==> config.mk <==
export PLATFORM = sky130hd
export DESIGN_NAME = paridade_serializer_flat
export DESIGN_NICKNAME = d
export VERILOG_FILES = /design/src/rtl/paridade_serializer_if.sv /design/src/rtl/paridade_serializer.sv /design/src/flat_wrapper.sv
export SDC_FILE = /design/constraint.sdc
export NUM_CORES = 1
export LEC_CHECK = 0
export CAP_MARGIN = 20
export CORE_MARGIN = 2
export CORE_UTILIZATION = 44
export CTS_CLUSTER_SIZE = 20
export DETAILED_ROUTE_END_ITERATION = 16
export MAX_ROUTING_LAYER = met4
export PLACE_DENSITY = 0.73
export SYNTH_ARGS = -nofsm -noshare
export SYNTH_HDL_FRONTEND = slang
export SYNTH_SLANG_ARGS = --single-unit
==> constraint.sdc <==
create_clock -name clk -period 1.3 [get_ports clk]
set_input_delay 0.26 -clock clk [delete_from_list [all_inputs] [get_ports clk]]
set_output_delay 0.26 -clock clk [all_outputs]
set_load 0.01 [all_outputs]
==> src/rtl/paridade_serializer_if.sv <==
// paridade_serializer_if: valid/ready word handshake feeding the parity serializer
interface paridade_serializer_if #(parameter int WIDTH = 8);
    logic [WIDTH-1:0] data_in;
    logic             data_valid;
    logic             data_ready;
    modport master (output data_in, data_valid, input data_ready);
    modport slave (input data_in, data_valid, output data_ready);
endinterface

==> src/rtl/paridade_serializer.sv <==
// paridade_serializer: MSB-first word serializer appending an even-parity bit
// Optional frame counter output enabled by PARIDADE_FRAME_COUNT_EN.
module paridade_serializer #(
    parameter int WIDTH = 8
) (
    input  logic                 clk,
    input  logic                 reset,
    paridade_serializer_if.slave bus,
    output logic                 out_bit,
    output logic                 frame_start,
    output logic                 frame_end,
    output logic                 busy
`ifdef PARIDADE_FRAME_COUNT_EN
    , output logic [15:0]        frame_count
`endif
);
    localparam int CW = $clog2(WIDTH + 1);
    typedef enum logic [1:0] {IDLE, SHIFT, PARITY} state_t;
    state_t           state;
    logic [WIDTH-1:0] shreg;
    logic [CW-1:0]    cnt;
    logic             par;
    logic             accept;
    assign bus.data_ready = state != SHIFT;
    assign busy           = state != IDLE;
    assign accept         = bus.data_valid && bus.data_ready;
    // The MSB is registered straight onto out_bit at accept, so shreg holds the remaining bits.
    always_ff @(posedge clk or posedge reset) begin
        if (reset) begin
            state       <= IDLE;
            shreg       <= '0;
            cnt         <= '0;
            par         <= 1'b0;
            out_bit     <= 1'b0;
            frame_start <= 1'b0;
            frame_end   <= 1'b0;
        end else if (accept) begin
            state       <= SHIFT;
            shreg       <= bus.data_in << 1;
            par         <= ^bus.data_in;
            cnt         <= '0;
            out_bit     <= bus.data_in[WIDTH-1];
            frame_start <= 1'b1;
            frame_end   <= 1'b0;
        end else if (state == SHIFT) begin
            frame_start <= 1'b0;
            if (cnt == CW'(WIDTH - 1)) begin
                state     <= PARITY;
                out_bit   <= par;
                frame_end <= 1'b1;
            end else begin
                out_bit <= shreg[WIDTH-1];
                shreg   <= shreg << 1;
                cnt     <= cnt + 1'b1;
            end
        end else begin
            state       <= IDLE;
            out_bit     <= 1'b0;
            frame_start <= 1'b0;
            frame_end   <= 1'b0;
        end
    end
`ifdef PARIDADE_FRAME_COUNT_EN
    always_ff @(posedge clk or posedge reset) begin
        if (reset) frame_count <= '0;
        else if (state == PARITY) frame_count <= frame_count + 16'd1;
    end
`endif
endmodule

==> src/flat_wrapper.sv <==
// flat-port wrapper written by rule: the top's interface ports become plain ports
module paridade_serializer_flat 
#(
    parameter int WIDTH = 8
)
  (clk, reset, out_bit, frame_start, frame_end, busy, bus_data_in, bus_data_valid, bus_data_ready);
  paridade_serializer_if #(.WIDTH(WIDTH)) bus_i ();
  input  logic clk;
  input  logic reset;
  output logic out_bit;
  output logic frame_start;
  output logic frame_end;
  output logic busy;
  input wire logic [$bits(bus_i.data_in)-1:0] bus_data_in;
  input wire logic [$bits(bus_i.data_valid)-1:0] bus_data_valid;
  output wire logic [$bits(bus_i.data_ready)-1:0] bus_data_ready;
  assign bus_i.data_in = bus_data_in;
  assign bus_i.data_valid = bus_data_valid;
  assign bus_data_ready = bus_i.data_ready;
  paridade_serializer #(.WIDTH(WIDTH)) u_core (.clk(clk), .reset(reset), .bus(bus_i), .out_bit(out_bit), .frame_start(frame_start), .frame_end(frame_end), .busy(busy));
endmodule
-- Word-level counts from Yosys, hierarchy flattened
Cells that the tools add are included.
- register bits: 18
- logic and storage cells: 34
- add/subtract/negate cells: 1
- equality and inequality tests: 5
- mux-type cells: 16
- reductions and logical operators: 5
- operator list (cell ; count):
    8-bit 2-to-1 mux ; 3
    4-bit 2-to-1 mux ; 3
    8-bit parity ; 1
    1-bit 2-to-1 mux ; 7
    2-bit 2-to-1 mux ; 3
    4-bit by 1-bit adder with 4-bit output (second input constant) ; 1
    4-bit by 3-bit == test with 1-bit output (second input constant) ; 1
    2-bit by 1-bit != test with 1-bit output (second input constant) ; 2
    2-bit nonzero test ; 2
    3-bit by 2-bit != test with 1-bit output (second input constant) ; 1
    2-bit by 1-bit == test with 1-bit output (second input constant) ; 1
    2-bit AND reduction ; 1
    1-bit logical AND ; 1

-- Longest topological paths before layout
- word-level depth: 4
- gate-level depth with buffers: 6
- gate-level depth less buffers: 5

-- Least setup slack after synthesis
Ideal clock, no wire load.
- kind: register to register
- start point: reg u_core.cnt[0]
- end point: reg u_core.shreg[7]
- library setup time: 0.126 ns
- data arrival time: 1.229 ns
- required time: 1.174 ns
- setup slack: -0.055 ns
- cell stages (with the launch flop): 6
- cell sequence: dfrtp_1 -> ha_1 -> nand3b_1 -> nor2b_4 -> nor2_4 -> a221o_1
- cells in the longest elaborated chain, start to end: 3
- RTL lines (item ; line ; RTL):
    start, declared ; paridade_serializer.sv:21 ; logic [CW-1:0] cnt;
    start signal, assigned ; paridade_serializer.sv:54 ; cnt <= cnt + 1'b1;
    4-bit by 3-bit == test with 1-bit output ; paridade_serializer.sv:47 ; if (cnt == CW'(WIDTH - 1)) begin
    2-bit by 1-bit != test with 1-bit output (no source line) ; n/a ;
    2-bit AND reduction (no source line) ; n/a ;
    end signal, assigned ; paridade_serializer.sv:39 ; shreg <= bus.data_in << 1;
    end signal, assigned ; paridade_serializer.sv:53 ; shreg <= shreg << 1;
    end, declared ; paridade_serializer.sv:20 ; logic [WIDTH-1:0] shreg;
No other way between the ends.
A chain may end at the register's enable or synchronous reset.

-- Worst setup path after layout
- start point: reg u_core.cnt[1]
- end point: reg u_core.shreg[2]
The elaborated chain is that of the path after synthesis.

==> flow_summary.yaml <==
setup_path:
  crit_path_start_kind: "flip-flop"
  r2r_setup_slack_ns: -0.12
  criticalPathCategory: "flip-flop to flip-flop"
  critPathArrivalTime_ns: 1.58
  worst_setup_path_end_kind: "flip-flop"
  rr_endpoint: "u_core.shreg[2]$_DFFE_PP0P_"
  endpoint: "u_core.shreg[2]$_DFFE_PP0P_"
  startpoint: "u_core.cnt[1]$_DFFE_PP0P_"
  r2r_cells: 5
  worstReg2RegStart: "u_core.cnt[1]$_DFFE_PP0P_"
  crit_fanout: 8
  cp.required_ns: 1.46
synthesis:
  ys_ff_latch: 16
  synth_nets: 79
  syn_area_per_cell_um2: 11.7
  netlist.area_leader.share_pct: 50.9
  synth_common_cells: "dfrtp_1 (16), nand2_1 (8), xnor2_1 (7), a221o_1 (6), and3_1 (4)"
  synth_top_area_cell: "dfrtp_1"
  synth_cell_types: 25
  synth-edff-count: 0
  async_flop_share_pct: 100
  synth_most_common_cell: "dfrtp_1"
  yosys_warnings: 0
  netlist_instances: 67
  yosysSeqAreaShare_pct: 50.9
  synth_area_leaders: "dfrtp_1 (51%), xnor2_1 (7.8%), a221o_1 (7.6%)"
  netlist_area_um2: 787
  yosys_most_used_dff: "dfrtp_1"
power_and_ir_drop:
  leakage_uw: 0.000552
  power_density_nw_per_um2: 2110
  pwr-share-seq_pct: 34.7
  pwr-share-comb_pct: 54.6
  finalPower_uw: 2380
  clkPwrFrac_pct: 10.7
  vdd_drop_max_mv: 1.05
  power_switching_share_pct: 34.6
  power.internal_uw: 1560
  switchingPower_uw: 824
hold_path:
  hp-class: "input port to async pin"
cells_and_area:
  fillers: 133
  syn2layout_area_growth_pct: 43.7
  antenna_cells: 0
  stdcell_area_um2: 1130
  layout-drive-gt1-share_pct: 33.0
  fin_nets: 117
outcome:
  violations: "setup timing"
  outcome: "finished with violations"
flow_run:
  maxCapViolCount: 0
die:
  core-area_um2: 1710
  row_count: 15
  dieHeight_um: 46.3
  die_x_um: 46.3
  die_area_um2: 2140
  start_util_pct: 46.1
  ios: 16
cts:
  cts_sinks: 16
  cts_root_buf: "clkbuf_4"
  cts_tree: "done"
  cts_made_buffers: 3
  ctsHoldBuffers: 0
  cts-htree-levels: 1
  clkSlewWorstSetupHoldPaths_ns: 0.09
  clock_latency_ns: 0.28
  clk_path_buf_depth: 2
timing:
  hold_viol: 0
  whs_ns: 0.281
  setup_viol: 11
  slew_headroom_pct: 82.8
  slew_viol_final: 0
  finalCritPeriodShare_pct: 109
  fin_ws_ns: -0.117
  rsz0062_at_grt: "true"
  clock.fmax_ghz: 0.706
  layout_min_cycle_time_ns: 1.42
  worstMarginPinSlew_ns: 0.255
  skew_ns: 0.00752
route:
  vias_per_cell: 4.93
  wl_per_cell_um: 12.4
  wirelength_um: 1590
  ant_nets: 0
  vias: 631
  first_iter_violations: 9
  first_pass_iters: 4
  detail_route.drc_violations: 0
placement:
  dp_hpwl_um: 1160
  place.port_buffers: 15
  place_congestion: 0.797
  postPlaceCellArea_um2: 1060
global_route:
  grt_use_total_pct: 18.6
  grt_max_degree: 17
  grt_pass1_vias: 607
  antenna_found_initial: 0
  overflow: 0
  grt_pass1_wl_um: 2690
-- routing by layer --
layer  up-vias  GRT usage, %  share of wire [%]
li1        309             -                  -
met1       300          24.2                 46
met2        18          28.6                 49
met3         4          3.53                3.6
met4         0          6.86                1.4
met5         -             -                  0
-- registers in the layout, indices dropped and copies added, names as in the netlist --
register,cells
u_core.out_bit,1
u_core.par,1
u_core.frame_end,1
u_core.frame_start,1
u_core.shreg,7
u_core.state,1
u_core.cnt,4
-- final cells by class --
class                      instances  area [µm²]  share of cell area [%]
inverter                           3        16.3                    1.44
sequential                        16         400                    35.4
clock buffer                       3        22.5                    1.99
timing repair buffer              35         303                    26.8
tap                               25        31.3                    2.77
multi-input combinational         46         358                    31.6
-- kinds of logic (layout without fill, tap and decap cells) --
group,after synthesis,after routing,synth area share (%)
AO/OA/AOI/OAI,12,12,12.7
XOR/XNOR,7,7,7.79
multiplexers,2,2,2.70
adder cells (fa/ha/maj),1,1,1.59
buffers and inverters,5,41,4.93
AND/OR/NAND/NOR,24,24,19.4
flip-flops,16,16,50.9
-- worst min-delay path by stage --
stage / to / cells past startpoint
global placement: u_core.cnt[3]$_DFFE_PP0P_ / 1
floorplan: u_core.cnt[0]$_DFFE_PP0P_ / 1
finish: u_core.frame_end$_DFFE_PP0P_ / 3
global route: u_core.frame_end$_DFFE_PP0P_ / 3
CTS: u_core.frame_end$_DFFE_PP0P_ / 3
detailed placement: u_core.out_bit$_DFF_PP0_ / 2
-- repair_timing --
item | 4_1_cts | 5_1_grt
cloned | 0 | 0
hold endpoints to repair | 0 | 0
endpoints found under the setup margin | 15 | 14
pin swaps | 1 | 3
buffers inserted | 4 | 1
resized for setup | 13 | 4
-- power groups by stage --
stage	combinational, µW	sequential [µW]	clock, µW
global route	1430	847	286
floorplan	750	825	0
CTS	1260	822	262
finish	1300	825	256
detailed placement	1160	832	0
global placement	1130	825	0
-- placed cells by master (no fill, tap or decap), types with 2 or more instances in the layout --
cell             count
a221o_1              6
and2_1               2
buf_6                3
xnor2_1              7
inv_1                2
buf_4               19
clkbuf_4             3
dfrtp_1             16
and3_1               4
o21ai_0              2
nor2b_1              2
dlygate4sd2_1        3
nand2_1              8
clkdlybuf4s50_1     10
-- critical path, stage by stage, from the launching register on --
cell	delay (ns)
dfrtp_1	0.40
ha_2	0.20
nand3b_1	0.10
nor2b_4	0.23
nor2_4	0.08
a221o_1	0.30
-- metrics by stage --
| stage | setup TNS (ns) | std cells | setup slack (ns) | utilization, % |
|---|---|---|---|---|
| 6_report | -0.880 | 128 | -0.117 | 66.2 |
| 5_1_grt | -1.60 | 128 | -0.189 | 66.2 |
| 4_1_cts | -0.928 | 127 | -0.118 | 65.5 |
| 3_5_place_dp | -1.41 | 120 | -0.145 | 62.1 |
| 3_3_place_gp | -1.07 | 120 | -0.127 | 62.1 |
| 2_1_floorplan | -0.0582 | 67 | -0.00988 | - |
(Power assumes the default switching activity.)
